File: config.mk
export PLATFORM = sky130hd
export DESIGN_NAME = axil_write_master_flat
export DESIGN_NICKNAME = d
export VERILOG_FILES = /design/src/rtl/axil_write_master_if.sv /design/src/rtl/axil_write_master.sv /design/src/flat_wrapper.sv
export SDC_FILE = /design/constraint.sdc
export NUM_CORES = 1
export LEC_CHECK = 0
export ABC_AREA = 1
export CAP_MARGIN = 20
export CELL_PAD_IN_SITES_DETAIL_PLACEMENT = 0
export CELL_PAD_IN_SITES_GLOBAL_PLACEMENT = 2
export CORE_ASPECT_RATIO = 0.7
export CORE_MARGIN = 8
export CORE_UTILIZATION = 22
export CTS_CLUSTER_SIZE = 40
export DETAILED_ROUTE_END_ITERATION = 8
export PLACE_DENSITY_LB_ADDON = 0.05
export SLEW_MARGIN = 10
export SYNTH_ARGS = -nofsm -noshare
export SYNTH_HDL_FRONTEND = slang
export SYNTH_SLANG_ARGS = --single-unit
File: constraint.sdc
create_clock -name M_AXI_ACLK -period 2.15 [get_ports M_AXI_ACLK]
set_input_delay 0.645 -clock M_AXI_ACLK [delete_from_list [all_inputs] [get_ports M_AXI_ACLK]]
set_output_delay 0.645 -clock M_AXI_ACLK [all_outputs]
set_load 0.01 [all_outputs]
File: src/rtl/axil_write_master_if.sv
// axil_write_master_if
// AXI4-Lite write-channel bundle (AW, W, B) between a write master and a slave.
// Signal names match the AXI master port names so the bundle drops in where
// the discrete ports used to be.
//   master modport: drives AWADDR/AWPROT/AWVALID, WDATA/WSTRB/WVALID, BREADY
//   slave  modport: drives AWREADY, WREADY, BRESP/BVALID
interface axil_write_master_if #(
    parameter int ADDR_WIDTH = 32,
    parameter int DATA_WIDTH = 32
);
    logic [ADDR_WIDTH-1:0]   M_AXI_AWADDR;
    logic [2:0]              M_AXI_AWPROT;
    logic                    M_AXI_AWVALID;
    logic                    M_AXI_AWREADY;
    logic [DATA_WIDTH-1:0]   M_AXI_WDATA;
    logic [DATA_WIDTH/8-1:0] M_AXI_WSTRB;
    logic                    M_AXI_WVALID;
    logic                    M_AXI_WREADY;
    logic [1:0]              M_AXI_BRESP;
    logic                    M_AXI_BVALID;
    logic                    M_AXI_BREADY;

    modport master (
        output M_AXI_AWADDR, M_AXI_AWPROT, M_AXI_AWVALID,
        input  M_AXI_AWREADY,
        output M_AXI_WDATA, M_AXI_WSTRB, M_AXI_WVALID,
        input  M_AXI_WREADY,
        input  M_AXI_BRESP, M_AXI_BVALID,
        output M_AXI_BREADY
    );

    modport slave (
        input  M_AXI_AWADDR, M_AXI_AWPROT, M_AXI_AWVALID,
        output M_AXI_AWREADY,
        input  M_AXI_WDATA, M_AXI_WSTRB, M_AXI_WVALID,
        output M_AXI_WREADY,
        output M_AXI_BRESP, M_AXI_BVALID,
        input  M_AXI_BREADY
    );
endinterface

File: src/rtl/axil_write_master.sv
// axil_write_master
// Single-beat AXI4-Lite write master. Accepts one command at a time on a
// valid/ready port, drives AW and W (handshaking independently, either order),
// waits for B with a bounded timeout, and reports the outcome on a one-cycle
// done pulse.
//   M_AXI_ACLK / M_AXI_ARESETN : clock, synchronous active-low reset
//   cmd_valid/cmd_ready, cmd_addr/cmd_data/cmd_strb : write command
//   busy                        : a transaction is in progress
//   done_valid/done_resp/done_timeout : completion report (held between pulses)
//   m_axi                       : AW/W/B channels (master modport)
module axil_write_master #(
    parameter int C_M_AXI_ADDR_WIDTH = 32,
    parameter int C_M_AXI_DATA_WIDTH = 32,
    parameter int C_TIMEOUT          = 255
) (
    input  logic                            M_AXI_ACLK,
    input  logic                            M_AXI_ARESETN,
    input  logic                            cmd_valid,
    output logic                            cmd_ready,
    input  logic [C_M_AXI_ADDR_WIDTH-1:0]   cmd_addr,
    input  logic [C_M_AXI_DATA_WIDTH-1:0]   cmd_data,
    input  logic [C_M_AXI_DATA_WIDTH/8-1:0] cmd_strb,
    output logic                            busy,
    output logic                            done_valid,
    output logic [1:0]                      done_resp,
    output logic                            done_timeout,
    axil_write_master_if.master             m_axi
);
    localparam int STRB_WIDTH = C_M_AXI_DATA_WIDTH / 8;

    typedef enum logic [1:0] {IDLE, ADDR_DATA, RESP, DONE} state_e;

    state_e                          state_q, state_d;
    logic [C_M_AXI_ADDR_WIDTH-1:0]   awaddr_q, awaddr_d;
    logic [C_M_AXI_DATA_WIDTH-1:0]   wdata_q, wdata_d;
    logic [STRB_WIDTH-1:0]           wstrb_q, wstrb_d;
    logic                            awvalid_q, awvalid_d;
    logic                            wvalid_q, wvalid_d;
    logic                            bready_q, bready_d;
    logic                            aw_done_q, aw_done_d;
    logic                            w_done_q, w_done_d;
    logic [7:0]                      cnt_q, cnt_d;
    logic                            cmd_ready_q, cmd_ready_d;
    logic                            busy_q, busy_d;
    logic                            done_valid_q, done_valid_d;
    logic [1:0]                      done_resp_q, done_resp_d;
    logic                            done_timeout_q, done_timeout_d;
    logic                            aw_hs, w_hs;

    always_comb begin
        state_d        = state_q;
        awaddr_d       = awaddr_q;
        wdata_d        = wdata_q;
        wstrb_d        = wstrb_q;
        awvalid_d      = awvalid_q;
        wvalid_d       = wvalid_q;
        bready_d       = bready_q;
        aw_done_d      = aw_done_q;
        w_done_d       = w_done_q;
        cnt_d          = cnt_q;
        done_resp_d    = done_resp_q;
        done_timeout_d = done_timeout_q;
        aw_hs          = awvalid_q && m_axi.M_AXI_AWREADY;
        w_hs           = wvalid_q && m_axi.M_AXI_WREADY;

        case (state_q)
            IDLE: begin
                if (cmd_valid && cmd_ready_q) begin
                    awaddr_d  = cmd_addr;
                    wdata_d   = cmd_data;
                    wstrb_d   = cmd_strb;
                    awvalid_d = 1'b1;
                    wvalid_d  = 1'b1;
                    aw_done_d = 1'b0;
                    w_done_d  = 1'b0;
                    state_d   = ADDR_DATA;
                end
            end
            ADDR_DATA: begin
                if (aw_hs) begin
                    awvalid_d = 1'b0;
                    aw_done_d = 1'b1;
                end
                if (w_hs) begin
                    wvalid_d = 1'b0;
                    w_done_d = 1'b1;
                end
                // Include this edge's handshakes so a simultaneous AW+W
                // completion moves on without an extra cycle.
                if ((aw_done_q || aw_hs) && (w_done_q || w_hs)) begin
                    bready_d = 1'b1;
                    cnt_d    = '0;
                    state_d  = RESP;
                end
            end
            RESP: begin
                // A response on the final counted edge still wins over timeout.
                if (m_axi.M_AXI_BVALID && bready_q) begin
                    done_resp_d    = m_axi.M_AXI_BRESP;
                    done_timeout_d = 1'b0;
                    bready_d       = 1'b0;
                    state_d        = DONE;
                end else begin
                    cnt_d = cnt_q + 8'd1;
                    if (cnt_d == 8'(C_TIMEOUT)) begin
                        done_resp_d    = 2'b10;
                        done_timeout_d = 1'b1;
                        bready_d       = 1'b0;
                        state_d        = DONE;
                    end
                end
            end
            DONE: begin
                state_d = IDLE;
            end
            default: begin
                state_d = IDLE;
            end
        endcase

        // Status outputs are registered copies of the next state.
        cmd_ready_d  = (state_d == IDLE);
        busy_d       = (state_d != IDLE);
        done_valid_d = (state_d == DONE);
    end

    always_ff @(posedge M_AXI_ACLK) begin
        if (!M_AXI_ARESETN) begin
            state_q        <= IDLE;
            awaddr_q       <= '0;
            wdata_q        <= '0;
            wstrb_q        <= '0;
            awvalid_q      <= 1'b0;
            wvalid_q       <= 1'b0;
            bready_q       <= 1'b0;
            aw_done_q      <= 1'b0;
            w_done_q       <= 1'b0;
            cnt_q          <= '0;
            cmd_ready_q    <= 1'b0;
            busy_q         <= 1'b0;
            done_valid_q   <= 1'b0;
            done_resp_q    <= 2'b00;
            done_timeout_q <= 1'b0;
        end else begin
            state_q        <= state_d;
            awaddr_q       <= awaddr_d;
            wdata_q        <= wdata_d;
            wstrb_q        <= wstrb_d;
            awvalid_q      <= awvalid_d;
            wvalid_q       <= wvalid_d;
            bready_q       <= bready_d;
            aw_done_q      <= aw_done_d;
            w_done_q       <= w_done_d;
            cnt_q          <= cnt_d;
            cmd_ready_q    <= cmd_ready_d;
            busy_q         <= busy_d;
            done_valid_q   <= done_valid_d;
            done_resp_q    <= done_resp_d;
            done_timeout_q <= done_timeout_d;
        end
    end

    assign cmd_ready           = cmd_ready_q;
    assign busy                = busy_q;
    assign done_valid          = done_valid_q;
    assign done_resp           = done_resp_q;
    assign done_timeout        = done_timeout_q;
    assign m_axi.M_AXI_AWADDR  = awaddr_q;
    assign m_axi.M_AXI_AWPROT  = 3'b000;
    assign m_axi.M_AXI_AWVALID = awvalid_q;
    assign m_axi.M_AXI_WDATA   = wdata_q;
    assign m_axi.M_AXI_WSTRB   = wstrb_q;
    assign m_axi.M_AXI_WVALID  = wvalid_q;
    assign m_axi.M_AXI_BREADY  = bready_q;
endmodule

File: src/flat_wrapper.sv
// flat-port wrapper written by rule: the top's interface ports become plain ports
module axil_write_master_flat 
#(
    parameter int C_M_AXI_ADDR_WIDTH = 32,
    parameter int C_M_AXI_DATA_WIDTH = 32,
    parameter int C_TIMEOUT          = 255
)
  (M_AXI_ACLK, M_AXI_ARESETN, cmd_valid, cmd_ready, cmd_addr, cmd_data, cmd_strb, busy, done_valid, done_resp, done_timeout, m_axi_M_AXI_AWADDR, m_axi_M_AXI_AWPROT, m_axi_M_AXI_AWVALID, m_axi_M_AXI_AWREADY, m_axi_M_AXI_WDATA, m_axi_M_AXI_WSTRB, m_axi_M_AXI_WVALID, m_axi_M_AXI_WREADY, m_axi_M_AXI_BRESP, m_axi_M_AXI_BVALID, m_axi_M_AXI_BREADY);
  axil_write_master_if #(.ADDR_WIDTH((32)), .DATA_WIDTH((32))) m_axi_i ();
  input  logic M_AXI_ACLK;
  input  logic M_AXI_ARESETN;
  input  logic cmd_valid;
  output logic cmd_ready;
  input  logic [C_M_AXI_ADDR_WIDTH-1:0] cmd_addr;
  input  logic [C_M_AXI_DATA_WIDTH-1:0] cmd_data;
  input  logic [C_M_AXI_DATA_WIDTH/8-1:0] cmd_strb;
  output logic busy;
  output logic done_valid;
  output logic [1:0] done_resp;
  output logic done_timeout;
  output wire logic [$bits(m_axi_i.M_AXI_AWADDR)-1:0] m_axi_M_AXI_AWADDR;
  output wire logic [$bits(m_axi_i.M_AXI_AWPROT)-1:0] m_axi_M_AXI_AWPROT;
  output wire logic [$bits(m_axi_i.M_AXI_AWVALID)-1:0] m_axi_M_AXI_AWVALID;
  input wire logic [$bits(m_axi_i.M_AXI_AWREADY)-1:0] m_axi_M_AXI_AWREADY;
  output wire logic [$bits(m_axi_i.M_AXI_WDATA)-1:0] m_axi_M_AXI_WDATA;
  output wire logic [$bits(m_axi_i.M_AXI_WSTRB)-1:0] m_axi_M_AXI_WSTRB;
  output wire logic [$bits(m_axi_i.M_AXI_WVALID)-1:0] m_axi_M_AXI_WVALID;
  input wire logic [$bits(m_axi_i.M_AXI_WREADY)-1:0] m_axi_M_AXI_WREADY;
  input wire logic [$bits(m_axi_i.M_AXI_BRESP)-1:0] m_axi_M_AXI_BRESP;
  input wire logic [$bits(m_axi_i.M_AXI_BVALID)-1:0] m_axi_M_AXI_BVALID;
  output wire logic [$bits(m_axi_i.M_AXI_BREADY)-1:0] m_axi_M_AXI_BREADY;
  assign m_axi_M_AXI_AWADDR = m_axi_i.M_AXI_AWADDR;
  assign m_axi_M_AXI_AWPROT = m_axi_i.M_AXI_AWPROT;
  assign m_axi_M_AXI_AWVALID = m_axi_i.M_AXI_AWVALID;
  assign m_axi_i.M_AXI_AWREADY = m_axi_M_AXI_AWREADY;
  assign m_axi_M_AXI_WDATA = m_axi_i.M_AXI_WDATA;
  assign m_axi_M_AXI_WSTRB = m_axi_i.M_AXI_WSTRB;
  assign m_axi_M_AXI_WVALID = m_axi_i.M_AXI_WVALID;
  assign m_axi_i.M_AXI_WREADY = m_axi_M_AXI_WREADY;
  assign m_axi_i.M_AXI_BRESP = m_axi_M_AXI_BRESP;
  assign m_axi_i.M_AXI_BVALID = m_axi_M_AXI_BVALID;
  assign m_axi_M_AXI_BREADY = m_axi_i.M_AXI_BREADY;
  axil_write_master #(.C_M_AXI_ADDR_WIDTH(C_M_AXI_ADDR_WIDTH), .C_M_AXI_DATA_WIDTH(C_M_AXI_DATA_WIDTH), .C_TIMEOUT(C_TIMEOUT)) u_core (.M_AXI_ACLK(M_AXI_ACLK), .M_AXI_ARESETN(M_AXI_ARESETN), .cmd_valid(cmd_valid), .cmd_ready(cmd_ready), .cmd_addr(cmd_addr), .cmd_data(cmd_data), .cmd_strb(cmd_strb), .busy(busy), .done_valid(done_valid), .done_resp(done_resp), .done_timeout(done_timeout), .m_axi(m_axi_i));
endmodule
==> results of run 1 <==
## cell usage after synthesis, types with 3 or more instances
library cell               number  area (um2)
sky130_fd_sc_hd__nand3_1       10        50.1
sky130_fd_sc_hd__clkbuf_1      19        71.3
sky130_fd_sc_hd__o21ai_1        4        20.0
sky130_fd_sc_hd__o21ai_0       76         380
sky130_fd_sc_hd__nand2_1       36         135
sky130_fd_sc_hd__a21oi_1       19        95.1
sky130_fd_sc_hd__nand2_2        4        25.0
sky130_fd_sc_hd__buf_2          4        20.0
sky130_fd_sc_hd__inv_1         25        93.8
sky130_fd_sc_hd__dfxtp_1       89        1780
sky130_fd_sc_hd__ha_1           5        62.6
sky130_fd_sc_hd__buf_4          3        22.5
sky130_fd_sc_hd__inv_2          4        15.0
sky130_fd_sc_hd__nor2_1       153         574
## power groups by stage
stage,Sequential (mW),Combinational [mW],Clock [mW]
floorplan,2.31,0.648,0
global placement,2.20,1.74,0
detailed placement,2.20,1.74,0
CTS,2.17,1.75,1.75
global route,2.21,1.93,1.81
finish,2.17,1.72,1.68
## how the worst min path moves through the flow
stage | depth (start not counted) | startpoint | to | slack [ns]
global placement | 2 | u_core.done_resp[0] | u_core.done_resp[0] | 0.45
global route | 2 | u_core.done_timeout | u_core.done_timeout | 0.48
CTS | 2 | u_core.done_resp[0] | u_core.done_resp[0] | 0.47
detailed placement | 2 | u_core.w_done_q | u_core.w_done_q | 0.46
finish | 2 | u_core.done_resp[0] | u_core.done_resp[0] | 0.47
floorplan | 2 | u_core.cnt_q[6] | u_core.cnt_q[6] | 0.44
## metrics by stage
step	utilization, %	cells	worst slack [ns]	power [mW]	hold slack (ns)
2_1_floorplan	-	468	0.508	2.96	0.440
3_3_place_gp	34.1	810	0.00669	3.94	0.447
3_5_place_dp	34.1	810	0.0186	3.94	0.463
4_1_cts	36.1	826	0.207	5.68	0.473
5_1_grt	36.1	826	0.0359	5.94	0.484
6_report	36.1	826	0.232	5.57	0.466
## cell families after synthesis
| family | Yosys count | share of synthesized area, % |
|---|---|---|
| AND/OR/NAND/NOR | 212 | 24.7 |
| AO/OA/AOI/OAI | 102 | 15.0 |
| flip-flops | 89 | 51.7 |
| buffers and inverters | 57 | 6.71 |
| adder cells (fa/ha/maj) | 5 | 1.81 |
| other | 1 | 0.109 |
## registers in the layout, summed over array words and instances, names as in the netlist
name / cells
u_core.busy: 1
u_core.aw_done_q: 1
u_core.cnt_q: 8
u_core.m_axi.M_AXI_WDATA: 32
u_core.cmd_ready: 1
u_core.m_axi.M_AXI_AWVALID: 1
u_core.m_axi.M_AXI_WVALID: 1
u_core.done_timeout: 1
u_core.m_axi.M_AXI_AWADDR: 32
u_core.m_axi.M_AXI_BREADY: 1
u_core.state_q: 2
u_core.done_valid: 1
u_core.done_resp: 2
u_core.w_done_q: 1
u_core.m_axi.M_AXI_WSTRB: 4
## cell type report
cell class                      count  area (um2)  area share, %
Inverter                           29         109           1.96
Multi-Input combinational cell    322        1440           25.9
Tap cell                          200         250           4.50
Clock inverter                      5        80.1           1.44
Sequential cell                    89        1780           32.0
Timing Repair Buffer              170        1660           29.9
Clock buffer                       11         233           4.19
## worst reg2reg max path, stage by stage (launching register included)
cell                      delay, ns
sky130_fd_sc_hd__dfxtp_1       0.42
sky130_fd_sc_hd__ha_1          0.31
sky130_fd_sc_hd__inv_1         0.06
sky130_fd_sc_hd__nand2_1       0.06
sky130_fd_sc_hd__nand2_1       0.06
sky130_fd_sc_hd__nor2_1        0.11
sky130_fd_sc_hd__nand3_1       0.13
sky130_fd_sc_hd__nor2_1        0.10
sky130_fd_sc_hd__nand2_1       0.08
sky130_fd_sc_hd__nand2_2       0.10
sky130_fd_sc_hd__nand2_2       0.10
sky130_fd_sc_hd__nand2_2       0.09
sky130_fd_sc_hd__nand3_2       0.09
sky130_fd_sc_hd__nor2_2        0.09
## per-layer routing
| layer | vias to the layer above | wire length [um] | part of all wire (%) | GRT usage, % |
|---|---|---|---|---|
| met5 | - | 0 | 0 | 0 |
| met4 | 0 | 102 | 0.84 | 3.20 |
| met3 | 9 | 1230 | 10 | 6.52 |
| met2 | 97 | 4970 | 41 | 17.9 |
| met1 | 1503 | 5820 | 48 | 15.4 |
| li1 | 1781 | - | - | - |
==> summary.md, run 1 <==
| Metric | Value |
|---|---|
| Yosys warning count | `0` |
| Post-Syn Instances | `466` |
| Clock-pin slew on the worst setup and hold paths | `0.06 ns` |
| Startpoint-to-endpoint class of the critical path | `reg2out` |
| Post-route antenna net violation count | `0` |
| FF+latch count, synth | `89` |
| DP HPWL | `8690 um` |
| Data required time at the worst endpoint | `1.50 ns` |
| First element of the critical path | `u_core.m_axi.M_AXI_BREADY` |
| Critical-path cell list | `clkdlybuf4s50_1` |
| Cell count along the critical path | `1` |
| Final total negative setup slack | `0 ns` |
| H-tree depth | `3` |
| Detailed Route WL | `12100 um` |
| Number of enable-type register cells in the synthesized netlist | `0` |
| Top library cells by usage in the layout, fill and taps aside | `153 x sky130_fd_sc_hd__nor2_1, 151 x sky130_fd_sc_hd__clkdlybuf4s50_1, 89 x sky130_fd_sc_hd__dfxtp_1` |
| Drt initial violations | `190` |
| Netlist area before placement | `3450 um2` |
| Number of nets in the layout | `702` |
| Floorplan die area | `20000 um2` |
| Initial core utilization | `22.4%` |
| Final Hold Vio Count | `0` |
| Vias in the first global route | `3604` |
| Num CTS Buffers | `9` |
| Leading cell type in the layout, fill and taps excluded | `sky130_fd_sc_hd__nor2_1` |
| Vias post-DR | `3390` |
| Number of placement rows | `38` |
| Layout Cell Area excl Fill | `5560 um2` |
| Vias per cell | `4.10` |
| Run status | `complete, no violations` |
| Largest delay contributor family on the critical path | `buffers and inverters` |
| GR Overflow Total | `0` |
| # Post-CTS Setup Buffers | `0` |
| Hold_buf cts | `0` |
| Power share of the sequential group | `38.9%` |
| Clock Path Buffers | `2` |
| Number of instances resized during post-cts repair | `0` |
| Category of the worst setup path launch point | `flip-flop` |
| Clock Skews | `0.00705 ns` |
| Total power per unit cell area | `1000 nW/um2` |
| Unrepaired setup endpoints after global routing | `false` |
| Maximum cell stage delay along the critical path | `0.56 ns` |
| Sequential-to-total area share from yosys stat | `51.7%` |
| Growth of design area from synthesis to finish | `61.2%` |
| Number of diodes | `0` |
| Core footprint | `15400 um2` |
| Clock latency of the later-clocked register in the worst-skew pair | `0.34 ns` |
| Net load switching power | `1.72 mW` |
| Endpoint of the worst register-to-register path | `u_core.done_valid` |
| Top_reg_cell synth | `sky130_fd_sc_hd__dfxtp_1` |
| Crit share post-route | `89.2%` |
| IO Port Bufs | `152` |
| Share of synthesized registers carrying an async set or reset | `0%` |
| Remaining DRCs | `0` |
| Post-Syn Area per Cell | `7.40 um2` |
| Global router's overall resource usage | `12.2%` |
| Share of cells above drive strength 1 | `7.51%` |
| Highest achievable clock rate | `522 MHz` |
| Worst R2R Start | `u_core.cnt_q[1]` |
| Placed instance area | `5250 um2` |
| Drt wl/cell | `14.7 um` |
| Share of total power consumed by net switching | `30.8%` |
| Final setup vio count | `0` |
| Max-capacitance violation count | `0` |
| Die extent in y | `121 um` |
| Number of unique standard cell types used by synthesis | `25` |
| Clock power frac | `30.2%` |
| Critical-path maximum fanout | `3` |
| CP endpoint kind | `output port` |
| CP Buf/Inv Count | `1` |
| Final-layout fill cell count | `1644` |
| GP Congestion | `0.733` |
| Crit path to | `m_axi_M_AXI_BREADY` |
| Maximum VDD drop | `460 uV` |
| Worst Reg-to-Reg Cells | `13` |
| Number of top-level pins | `156` |
| Pin count of the biggest net entering global routing | `54` |
| LEAKAGE | `2.27 nW` |
| Shortest period the worst path allows | `1.92 ns` |
| Internal Dissipation | `3.85 mW` |
| Arrival time of the worst setup path | `1.27 ns` |
| Register-to-register setup slack | `0.29 ns` |
| CTS root buffer | `sky130_fd_sc_hd__clkbuf_16` |
| Die span in x | `166 um` |
| CTS tree | `built` |
| Wire length of the first global-routing pass | `19800 um` |
| Number of antenna violations at the first check in global routing | `0` |
| Share of power burned in combinational logic | `30.9%` |
| Cell type of the slowest stage on the worst timing path | `sky130_fd_sc_hd__clkdlybuf4s50_1` |
| Final count of pins violating max slew | `0` |
| First-pass iteration count of the detailed router | `4` |
| Clock sink count | `89` |
| Type of the tightest min-delay check | `reg2reg` |
Power figures use the tool's default switching activity.
==> run 2, diff against run 1 <==
--- a/config.mk
+++ b/config.mk
@@ -12,9 +12,11 @@
 export CORE_ASPECT_RATIO = 0.7
 export CORE_MARGIN = 8
 export CORE_UTILIZATION = 22
+export CTS_CLUSTER_DIAMETER = 30
 export CTS_CLUSTER_SIZE = 40
 export DETAILED_ROUTE_END_ITERATION = 8
 export PLACE_DENSITY_LB_ADDON = 0.05
+export REMOVE_ABC_BUFFERS = 1
 export SLEW_MARGIN = 10
 export SYNTH_ARGS = -nofsm -noshare
 export SYNTH_HDL_FRONTEND = slang
==> run 2 against run 1 <==
Worst hold slack worse by 0.0017 ns; combinational power is 3% higher; sequential share of layout area shrank 0.53 points; final area up 1.7%; worst setup slack improved by 0.0079 ns; global-route usage fell by 0.15 points; clock power rose by 2%; clock skew is 0.00085 ns higher; first-iteration DRC count down 18%; critical endpoint is now m_axi_M_AXI_WDATA[15]; largest cell class unchanged; largest power group unchanged.
==> summary.md, run 2 (synthesized netlist as in run 1, its figures left out) <==
| Metric | Value |
|---|---|
| Vias in the first global route | `3480 (was 3604)` |
| Worst hold stages | `2 (unchanged)` |
| GR Overflow Total | `0 (unchanged)` |
| Number of diodes | `0 (unchanged)` |
| First element of the critical path | `u_core.m_axi.M_AXI_WDATA[15] (was u_core.m_axi.M_AXI_BREADY)` |
| Placed instance area | `5330 um2 (was 5250 um2)` |
| Worst Reg-to-Reg Cells | `11 (was 13)` |
| Cell type of the slowest stage on the worst timing path | `sky130_fd_sc_hd__clkdlybuf4s50_1 (unchanged)` |
| Number of antenna violations at the first check in global routing | `0 (unchanged)` |
| First-pass iteration count of the detailed router | `4 (unchanged)` |
| Leading cell type in the layout, fill and taps excluded | `sky130_fd_sc_hd__nor2_1 (unchanged)` |
| Vias post-DR | `3411 (was 3390)` |
| Clock Path Buffers | `2 (unchanged)` |
| Core footprint | `15400 um2 (unchanged)` |
| Drt initial violations | `155 (was 190)` |
| Clock sink count | `89 (unchanged)` |
| Minimum setup slack after placement | `0.00506 ns (was 0.0186 ns)` |
| Final total negative setup slack | `0 ns (unchanged)` |
| Shortest period the worst path allows | `1.91 ns (was 1.92 ns)` |
| Worst-case setup margin in the final layout | `0.240 ns (was 0.232 ns)` |
| Reg area | `1780 um2 (unchanged)` |
| CTS tree | `built (unchanged)` |
| LEAKAGE | `2.32 nW (was 2.27 nW)` |
| Largest delay contributor family on the critical path | `buffers and inverters (unchanged)` |
| Initial core utilization | `22.4% (unchanged)` |
| Final-layout fill cell count | `1632 (was 1644)` |
| Growth of design area from synthesis to finish | `64.0% (was 61.2%)` |
| Remaining DRCs | `0 (unchanged)` |
| IO Port Bufs | `152 (unchanged)` |
| Worst R2R Start | `u_core.cnt_q[0] (was u_core.cnt_q[1])` |
| GP Congestion | `0.705 (was 0.733)` |
| Clock Skews | `0.00790 ns (was 0.00705 ns)` |
| Post-route antenna net violation count | `0 (unchanged)` |
| Num CTS Buffers | `9 (unchanged)` |
| Cell count along the critical path | `1 (unchanged)` |
| Final setup vio count | `0 (unchanged)` |
| Drt wl/cell | `14.6 um (was 14.7 um)` |
| Top library cells by usage in the layout, fill and taps aside | `153 x sky130_fd_sc_hd__nor2_1, 151 x sky130_fd_sc_hd__clkdlybuf4s50_1, 89 x sky130_fd_sc_hd__dfxtp_1 (unchanged)` |
| Vias per cell | `4.11 (was 4.10)` |
| Arrival time of the worst setup path | `1.26 ns (was 1.27 ns)` |
| CP endpoint kind | `output port (unchanged)` |
| Placed cell count | `813 (was 810)` |
| Data required time at the worst endpoint | `1.50 ns (about the same)` |
| Floorplan die area | `20000 um2 (unchanged)` |
| CTS root buffer | `sky130_fd_sc_hd__clkbuf_16 (unchanged)` |
| Number of placement rows | `38 (unchanged)` |
| Share of cells above drive strength 1 | `8.11% (was 7.51%)` |
| Max-capacitance violation count | `0 (unchanged)` |
| Layout Cell Area excl Fill | `5650 um2 (was 5560 um2)` |
| Total power per unit cell area | `1000 nW/um2 (about the same)` |
| Hold_buf cts | `0 (unchanged)` |
| Number of instances resized during post-cts repair | `0 (unchanged)` |
| Unrepaired setup endpoints after global routing | `false (unchanged)` |
| Maximum cell stage delay along the critical path | `0.59 ns (was 0.56 ns)` |
| Multi-input gate area in the final layout | `1440 um2 (unchanged)` |
| Maximum VDD drop | `348 uV (was 460 uV)` |
| Number of top-level pins | `156 (unchanged)` |
| # Post-CTS Setup Buffers | `0 (unchanged)` |
| Type of the tightest min-delay check | `reg2reg (unchanged)` |
| Number of nets in the layout | `705 (was 702)` |
| Number of standard cells in the layout, taps in and fillers out | `829 (was 826)` |
| Final Hold Vio Count | `0 (unchanged)` |
| DP HPWL | `8980 um (was 8690 um)` |
| Detailed Route WL | `12100 um (about the same)` |
| Start point of the worst min-delay path | `u_core.done_resp[0] (unchanged)` |
| Critical-path cell list | `clkdlybuf4s50_1 (unchanged)` |
| Category of the worst setup path launch point | `flip-flop (unchanged)` |
| Global router's overall resource usage | `12.1% (was 12.2%)` |
| Die extent in y | `121 um (unchanged)` |
| H-tree depth | `3 (unchanged)` |
| Final count of pins violating max slew | `0 (unchanged)` |
| Wire length of the first global-routing pass | `19300 um (was 19800 um)` |
| Highest achievable clock rate | `524 MHz (was 522 MHz)` |
| Startpoint-to-endpoint class of the critical path | `reg2out (unchanged)` |
| Crit share post-route | `88.8% (was 89.2%)` |
| Run status | `complete, no violations (unchanged)` |
| Critical-path maximum fanout | `2 (was 3)` |
| Die span in x | `166 um (unchanged)` |
| Pin count of the biggest net entering global routing | `40 (was 54)` |
| Clock latency of the later-clocked register in the worst-skew pair | `0.35 ns (was 0.34 ns)` |
| Clock-pin slew on the worst setup and hold paths | `0.07 ns (was 0.06 ns)` |
| CP Buf/Inv Count | `1 (unchanged)` |
-- run 2: changes by cell type in the layout (fill, tap and decap cells not counted) --
| cell | previous run | this run |
|---|---|---|
| sky130_fd_sc_hd__buf_12 | 1 | 6 |
| sky130_fd_sc_hd__buf_4 | 17 | 15 |
| sky130_fd_sc_hd__clkbuf_1 | 2 | 1 |
| sky130_fd_sc_hd__clkinv_2 | 1 | 0 |
| sky130_fd_sc_hd__clkinv_4 | 0 | 2 |
-- run 2: final timing paths --
kind	end	slack [ns]
worst max-delay path	m_axi_M_AXI_WDATA[15]	0.24
worst min-delay path	u_core.done_resp[0]	0.46
worst min register to register	u_core.done_resp[0]	0.46
worst max register to register	u_core.done_valid	0.38
-- run 2: per-layer routing --
| metal | global-route usage, % | up-vias | routed length (um) |
|---|---|---|---|
| li1 | - | 1792 | - |
| met1 | 15.4 | 1509 | 5780 |
| met2 | 18.0 | 102 | 5250 |
| met3 | 5.80 | 8 | 1000 |
| met4 | 3.20 | 0 | 82 |
| met5 | 0 | - | 0 |
-- run 2: stage by stage --
stage / hold WS [ns] / power, mW / util (%)
5_1_grt: 0.488 / 6.04 / 36.7
3_5_place_dp: 0.455 / 4.01 / 34.6
6_report: 0.464 / 5.66 / 36.7
2_1_floorplan: 0.440 / 2.90 / -
4_1_cts: 0.466 / 5.78 / 36.7
3_3_place_gp: 0.454 / 4.01 / 34.6
-- run 2: worst register-to-register path, stage by stage, from the launching register on --
cell	delay, ns
sky130_fd_sc_hd__dfxtp_1	0.42
sky130_fd_sc_hd__ha_1	0.29
sky130_fd_sc_hd__nand3_1	0.12
sky130_fd_sc_hd__o21ai_1	0.14
sky130_fd_sc_hd__nand2_1	0.09
sky130_fd_sc_hd__nor2_1	0.11
sky130_fd_sc_hd__nand2_1	0.11
sky130_fd_sc_hd__nand2_2	0.10
sky130_fd_sc_hd__nand2_2	0.09
sky130_fd_sc_hd__nand2_2	0.08
sky130_fd_sc_hd__nand3_2	0.09
sky130_fd_sc_hd__nor2_2	0.08
-- run 2: area by class of cell --
class / instances / area share, %
multi-input cells: 322 / 25.5
inverters: 29 / 1.93
flip-flops and latches: 89 / 31.5
clock buffers: 10 / 4.05
clock inverters: 6 / 1.64
well taps: 200 / 4.43
repair buffers: 173 / 30.9
-- run 2: power by group --
part	leakage (nW)	switching [mW]	total [mW]	internal (mW)
logic	1.44	0.881	1.77	0.894
registers	0.728	0.185	2.17	1.98
clock network	0.149	0.692	1.72	1.02
total	2.32	1.76	5.66	3.90
